==> src/rtl/bit_serializer_pkg.sv <==
// Shared types for bit_serializer: state encoding, default width, counter sizing.
package serializer_pkg;
    localparam int WIDTH_DEF = 8;

    typedef enum logic [1:0] {
        IDLE   = 2'd0,
        SHIFT  = 2'd1,
        PARITY = 2'd2
    } ser_state_e;

    function automatic int cnt_width(input int w);
        return (w < 2) ? 1 : $clog2(w);
    endfunction
endpackage

==> src/rtl/bit_serializer_if.sv <==
// Parallel-in handshake plus serial-out bundle for bit_serializer.
interface bit_serializer_if #(parameter int WIDTH = 8);
    logic [WIDTH-1:0] in_data;
    logic             in_valid;
    logic             in_ready;
    logic             stall;
    logic             out_bit;
    logic             out_valid;
    logic             done;
    logic             busy;

    modport master (output in_data, in_valid, stall,
                    input  in_ready, out_bit, out_valid, done, busy);
    modport slave  (input  in_data, in_valid, stall,
                    output in_ready, out_bit, out_valid, done, busy);
endinterface

==> src/rtl/bit_serializer_hold_buf.sv <==
// ser_hold_buf: one-entry valid/ready holding register drained by i_pop.
module ser_hold_buf #(
    parameter int WIDTH = 8
) (
    input  logic             clk,
    input  logic             rst,
    input  logic [WIDTH-1:0] i_data,
    input  logic             i_valid,
    output logic             o_ready,
    input  logic             i_pop,
    output logic [WIDTH-1:0] o_hold,
    output logic             o_hold_valid
);
    logic [WIDTH-1:0] r_hold;
    logic             r_hold_valid;

    // Ready only when empty, so accept and pop are mutually exclusive.
    assign o_ready      = !r_hold_valid && !rst;
    assign o_hold       = r_hold;
    assign o_hold_valid = r_hold_valid;

    always_ff @(posedge clk) begin
        if (rst) begin
            r_hold       <= '0;
            r_hold_valid <= 1'b0;
        end else if (i_valid && o_ready) begin
            r_hold       <= i_data;
            r_hold_valid <= 1'b1;
        end else if (i_pop) begin
            r_hold_valid <= 1'b0;
        end
    end
endmodule

==> src/rtl/bit_serializer.sv <==
// bit_serializer: word-to-serial shifter, MSB first, gapless with a one-word hold.
// Define SERIALIZER_PARITY_EN to append an even-parity bit after each word.
module bit_serializer
    import serializer_pkg::*;
#(
    parameter int WIDTH = WIDTH_DEF
) (
    input logic             clk,
    input logic             rst,
    bit_serializer_if.slave bus
);
    localparam int             CW        = cnt_width(WIDTH);
    localparam logic [CW-1:0]  LAST      = CW'(WIDTH - 1);
    localparam logic [1:0]     ST_IDLE   = 2'(IDLE);
    localparam logic [1:0]     ST_SHIFT  = 2'(SHIFT);
`ifdef SERIALIZER_PARITY_EN
    localparam logic [1:0]     ST_PARITY = 2'(PARITY);
`endif

    logic [1:0]       r_state;
    logic [WIDTH-1:0] r_shreg;
    logic [CW-1:0]    r_cnt;
    logic [WIDTH-1:0] w_hold;
    logic             w_hold_valid;
    logic             w_last;
    logic             w_load;

    ser_hold_buf #(.WIDTH(WIDTH)) u_hold (
        .clk          (clk),
        .rst          (rst),
        .i_data       (bus.in_data),
        .i_valid      (bus.in_valid),
        .o_ready      (bus.in_ready),
        .i_pop        (w_load),
        .o_hold       (w_hold),
        .o_hold_valid (w_hold_valid)
    );

`ifdef SERIALIZER_PARITY_EN
    logic r_par;
    assign w_last      = (r_state == ST_PARITY);
    assign bus.out_bit = (r_state == ST_SHIFT)  ? r_shreg[WIDTH-1] :
                         (r_state == ST_PARITY) ? r_par : 1'b0;

    always_ff @(posedge clk) begin
        if (rst)         r_par <= 1'b0;
        else if (w_load) r_par <= ^w_hold;
    end
`else
    assign w_last      = (r_state == ST_SHIFT) && (r_cnt == LAST);
    assign bus.out_bit = (r_state == ST_SHIFT) && r_shreg[WIDTH-1];
`endif

    // Reload on the final bit's edge keeps back-to-back words gapless.
    assign w_load        = !bus.stall && w_hold_valid && ((r_state == ST_IDLE) || w_last);
    assign bus.done      = w_last && !bus.stall;
    assign bus.out_valid = (r_state != ST_IDLE);
    assign bus.busy      = (r_state != ST_IDLE) || w_hold_valid;

    always_ff @(posedge clk) begin
        if (rst) begin
            r_state <= ST_IDLE;
            r_shreg <= '0;
            r_cnt   <= '0;
        end else if (!bus.stall) begin
            if (w_load) begin
                r_shreg <= w_hold;
                r_cnt   <= '0;
                r_state <= ST_SHIFT;
            end else if (r_state == ST_SHIFT) begin
                if (r_cnt == LAST) begin
`ifdef SERIALIZER_PARITY_EN
                    r_state <= ST_PARITY;
`else
                    r_state <= ST_IDLE;
`endif
                end else begin
                    r_shreg <= {r_shreg[WIDTH-2:0], 1'b0};
                    r_cnt   <= r_cnt + 1'b1;
                end
            end else begin
                r_state <= ST_IDLE;
            end
        end
    end
endmodule

==> src/flat_wrapper.sv <==
// flat-port wrapper written by rule: the top's interface ports become plain ports
module bit_serializer_flat import serializer_pkg::*;
#(
    parameter int WIDTH = WIDTH_DEF
)
  (clk, rst, bus_in_data, bus_in_valid, bus_stall, bus_in_ready, bus_out_bit, bus_out_valid, bus_done, bus_busy);
  bit_serializer_if #(.WIDTH(WIDTH)) bus_i ();
  input logic clk;
  input logic rst;
  input wire logic [$bits(bus_i.in_data)-1:0] bus_in_data;
  input wire logic [$bits(bus_i.in_valid)-1:0] bus_in_valid;
  input wire logic [$bits(bus_i.stall)-1:0] bus_stall;
  output wire logic [$bits(bus_i.in_ready)-1:0] bus_in_ready;
  output wire logic [$bits(bus_i.out_bit)-1:0] bus_out_bit;
  output wire logic [$bits(bus_i.out_valid)-1:0] bus_out_valid;
  output wire logic [$bits(bus_i.done)-1:0] bus_done;
  output wire logic [$bits(bus_i.busy)-1:0] bus_busy;
  assign bus_i.in_data = bus_in_data;
  assign bus_i.in_valid = bus_in_valid;
  assign bus_i.stall = bus_stall;
  assign bus_in_ready = bus_i.in_ready;
  assign bus_out_bit = bus_i.out_bit;
  assign bus_out_valid = bus_i.out_valid;
  assign bus_done = bus_i.done;
  assign bus_busy = bus_i.busy;
  bit_serializer #(.WIDTH(WIDTH)) u_core (.clk(clk), .rst(rst), .bus(bus_i));
endmodule
==> config.mk <==
export PLATFORM = sky130hd
export DESIGN_NAME = bit_serializer_flat
export DESIGN_NICKNAME = d
export VERILOG_FILES = /design/src/rtl/bit_serializer_pkg.sv /design/src/rtl/bit_serializer_if.sv /design/src/rtl/bit_serializer_hold_buf.sv /design/src/rtl/bit_serializer.sv /design/src/flat_wrapper.sv
export SDC_FILE = /design/constraint.sdc
export NUM_CORES = 1
export LEC_CHECK = 0
export BUFFER_PORTS_ARGS = -buffer_cell sky130_fd_sc_hd__buf_2
export CAP_MARGIN = 20
export CORE_ASPECT_RATIO = 0.75
export CORE_MARGIN = 2
export CORE_UTILIZATION = 48
export DETAILED_ROUTE_END_ITERATION = 8
export PLACE_DENSITY = 0.69
export SLEW_MARGIN = 10
export SYNTH_ARGS = -nofsm -noshare
export SYNTH_HDL_FRONTEND = slang
export SYNTH_SLANG_ARGS = --single-unit
export TNS_END_PERCENT = 20
==> constraint.sdc <==
create_clock -name clk -period 1.5 [get_ports clk]
set_input_delay 0.225 -clock clk [delete_from_list [all_inputs] [get_ports clk]]
set_output_delay 0.225 -clock clk [all_outputs]
set_load 0.05 [all_outputs]
==> results.sh <==
export IMPL_crit_required_ps=1270
export IMPL_ir_drop_v=0.000610
export IMPL_dp_slack_ps=-171
export IMPL_synth_top_flop_cell="dfxtp_1"
export IMPL_num_rows=13
export IMPL_die_h_um=42.8
export IMPL_violations="setup timing"
export IMPL_hp_start="bus_in_data[1]"
export IMPL_p_per_area_nw_per_um2=916
export IMPL_post_drt_wl_per_cell_um=14.4
export IMPL_clkSinkCount=21
export IMPL_portBuffers=16
export IMPL_yosysUniqueCellTypes=27
export IMPL_grt_busiest_layer="met2"
export IMPL_syn_nets=114
export IMPL_use_met3=0.0732
export IMPL_gp_congestion=0.743
export IMPL_nets=135
export IMPL_syn_area_per_cell_um2=9.61
export IMPL_grt_pass1_vias=743
export IMPL_htree_levels=1
export IMPL_coreArea_um2=1810
export IMPL_path_clk_slew_ps=110
export IMPL_route_vias_total=745
export IMPL_routed_via_density=5.25
export IMPL_worstMarginPinSlew_ps=412
export IMPL_rsz0062_at_grt="yes"
export IMPL_grt_usage=0.188
export IMPL_grt_met1_usage=0.204
export IMPL_design_power_total_w=0.00110
export IMPL_slew_violations=0
export IMPL_grt_pass1_wl_um=3350
export IMPL_ys_seq_elements=21
export IMPL_path_class="reg2out"
export IMPL_drive_above_1_share=0.392
export IMPL_io_pins=17
export IMPL_cap_violations=0
export IMPL_grt_start_max_net_pins=13
export IMPL_crit_path_max_fanout=3
export IMPL_grt_overflow_total=0
export IMPL_drt_initial_drc_count=5
export IMPL_holdBufCountCts=0
export IMPL_cts_tree="done"
export IMPL_r2r_start="u_core.r_cnt[1]$_SDFFE_PP0P_"
export IMPL_arrival_ps=1370
export IMPL_synth_top_area_share=0.438
export IMPL_cts_root_buffer="clkbuf_4"
export IMPL_route_detailed_drc=0
export IMPL_netlist_area_um2=961
export IMPL_dp_hpwl_um=1420
export IMPL_cts_setup_buffers=0
export IMPL_final_hold_viol_count=0
export IMPL_fmax_ghz=0.628
export IMPL_whs_ps=149
export IMPL_status="finished with violations"
export IMPL_end_kind="primary output"
export IMPL_setup_ws_ps=-91.4
export IMPL_synth_edf_count=0
export IMPL_numCtsBuffers=3
export IMPL_finalSetupViolations=12
export IMPL_antenna_found_initial=0
export IMPL_fin_worst_skew_ps=1.12
export IMPL_die_x_um=55.7
export IMPL_first_pass_iters=4
export IMPL_dieArea_um2=2380
export IMPL_utilization=0.667
export IMPL_wl_um=2050
export IMPL_min_period_over_period=1.06
export IMPL_insertion_delay_ps=300
export IMPL_diodes=0
export IMPL_netlist_top_cells_area="dfxtp_1 (44%), a2111oi_2 (11%), mux2i_1 (8.3%), nor2_1 (7.0%), inv_1 (4.3%)"
export IMPL_p_leak_nw=0.505
export IMPL_syn_inst=100
export IMPL_synth_top_area_cell="dfxtp_1"
export IMPL_max_slew_margin_rel=0.724
export IMPL_async_flop_share=0
export IMPL_cts_buffer_depth=2
export IMPL_use_met2=0.312
export IMPL_ys_warn_count=0
export IMPL_area_growth_pct=25.4
export IMPL_post_route_min_period_ps=1590
export IMPL_start_util=0.532
export IMPL_worstHoldPathType="in2reg"
export IMPL_yosysSeqAreaShare=0.438
export IMPL_critical_path_startpoint="u_core.r_cnt[1]$_SDFFE_PP0P_"
export IMPL_worstSetupStartpointType="flop"
export IMPL_ant_nets=0
synth_stat cells (2+ instances only):
master	instances
mux2i_1	8
nor3_1	8
inv_1	11
nor2b_1	2
buf_2	3
nor2_1	18
o32ai_1	2
nand2_1	2
ha_1	2
a2111oi_2	7
dfxtp_1	21
registers in the layout, indices dropped and copies added, names as in the netlist:
register	count
u_core.u_hold.o_hold	8
u_core.r_shreg	8
u_core.u_hold.o_hold_valid	1
u_core.r_state	1
u_core.r_cnt	3
cells by family (layout without fill, tap and decap cells):
family | after synthesis | after routing | synth area share
simple gates | 37 | 37 | 0.188
mux | 8 | 8 | 0.0833
flops | 21 | 21 | 0.437
buf+inv | 17 | 37 | 0.0781
fa+ha+maj | 2 | 2 | 0.0260
compound gates | 15 | 15 | 0.187
power breakdown:
part           leakage [nW]  total, W  switching (W)  internal (W)
sequential            0.173  0.000618      0.0000242      0.000594
combinational         0.316  0.000213       0.000122     0.0000912
clock                0.0150  0.000272       0.000169      0.000104
total                 0.505   0.00110       0.000315      0.000789
worst max-delay path, stage by stage (launching register included):
cell and delay (ps):
dfxtp_2 370, ha_4 140, ha_4 130, inv_2 50, nor3b_4 190, buf_6 180
cell type report:
cell class / instances / area (µm²)
Fill cell: 155 / 601
Multi-Input combinational cell: 62 / 551
Tap cell: 22 / 27.5
Timing Repair Buffer: 22 / 135
Inverter: 11 / 41.3
Clock buffer: 4 / 26.3
Sequential cell: 21 / 424
metal layers:
| metal | routed length [µm] | share of wire |
|---|---|---|
| met5 | 0 | 0 |
| met4 | 38 | 0.019 |
| met3 | 90 | 0.044 |
| met2 | 1050 | 0.51 |
| met1 | 873 | 0.43 |
final timing paths:
path	end	slack, ps	depth (start not counted)
min	u_core.u_hold.o_hold[1]$_SDFFE_PP0P_	150	3
max reg2reg	u_core.r_cnt[1]$_SDFFE_PP0P_	-90	6
min reg2reg	u_core.r_shreg[7]$_SDFFE_PP0P_	480	2
max	bus_done	-90	5
timing repair:
item	4_1_cts	5_1_grt
gates resized for setup	13	5
setup endpoints to repair	12	13
hold endpoints to repair	0	0
pin swaps	9	4
stage by stage:
stage / instance area, µm² / instances / TNS [ps]
after global routing: 1200 / 142 / -1320
after global placement: 1090 / 138 / -755
after CTS: 1170 / 142 / -413
final: 1200 / 142 / -546
after detailed placement: 1090 / 138 / -1240
after floorplan: 972 / 100 / -472
cell usage in the layout (no fill, tap or decap), types with 3 or more instances in the layout:
cell type / netlist / final
nor2_1: 18 / 18
dfxtp_1: 21 / 18
buf_2: 3 / 15
inv_1: 11 / 10
mux2i_1: 8 / 8
nor3_1: 8 / 7
a2111oi_2: 7 / 5
buf_4: 0 / 5
clkbuf_4: 0 / 3
dfxtp_2: 0 / 3
Note: power is estimated with default switching activity, not from simulation.
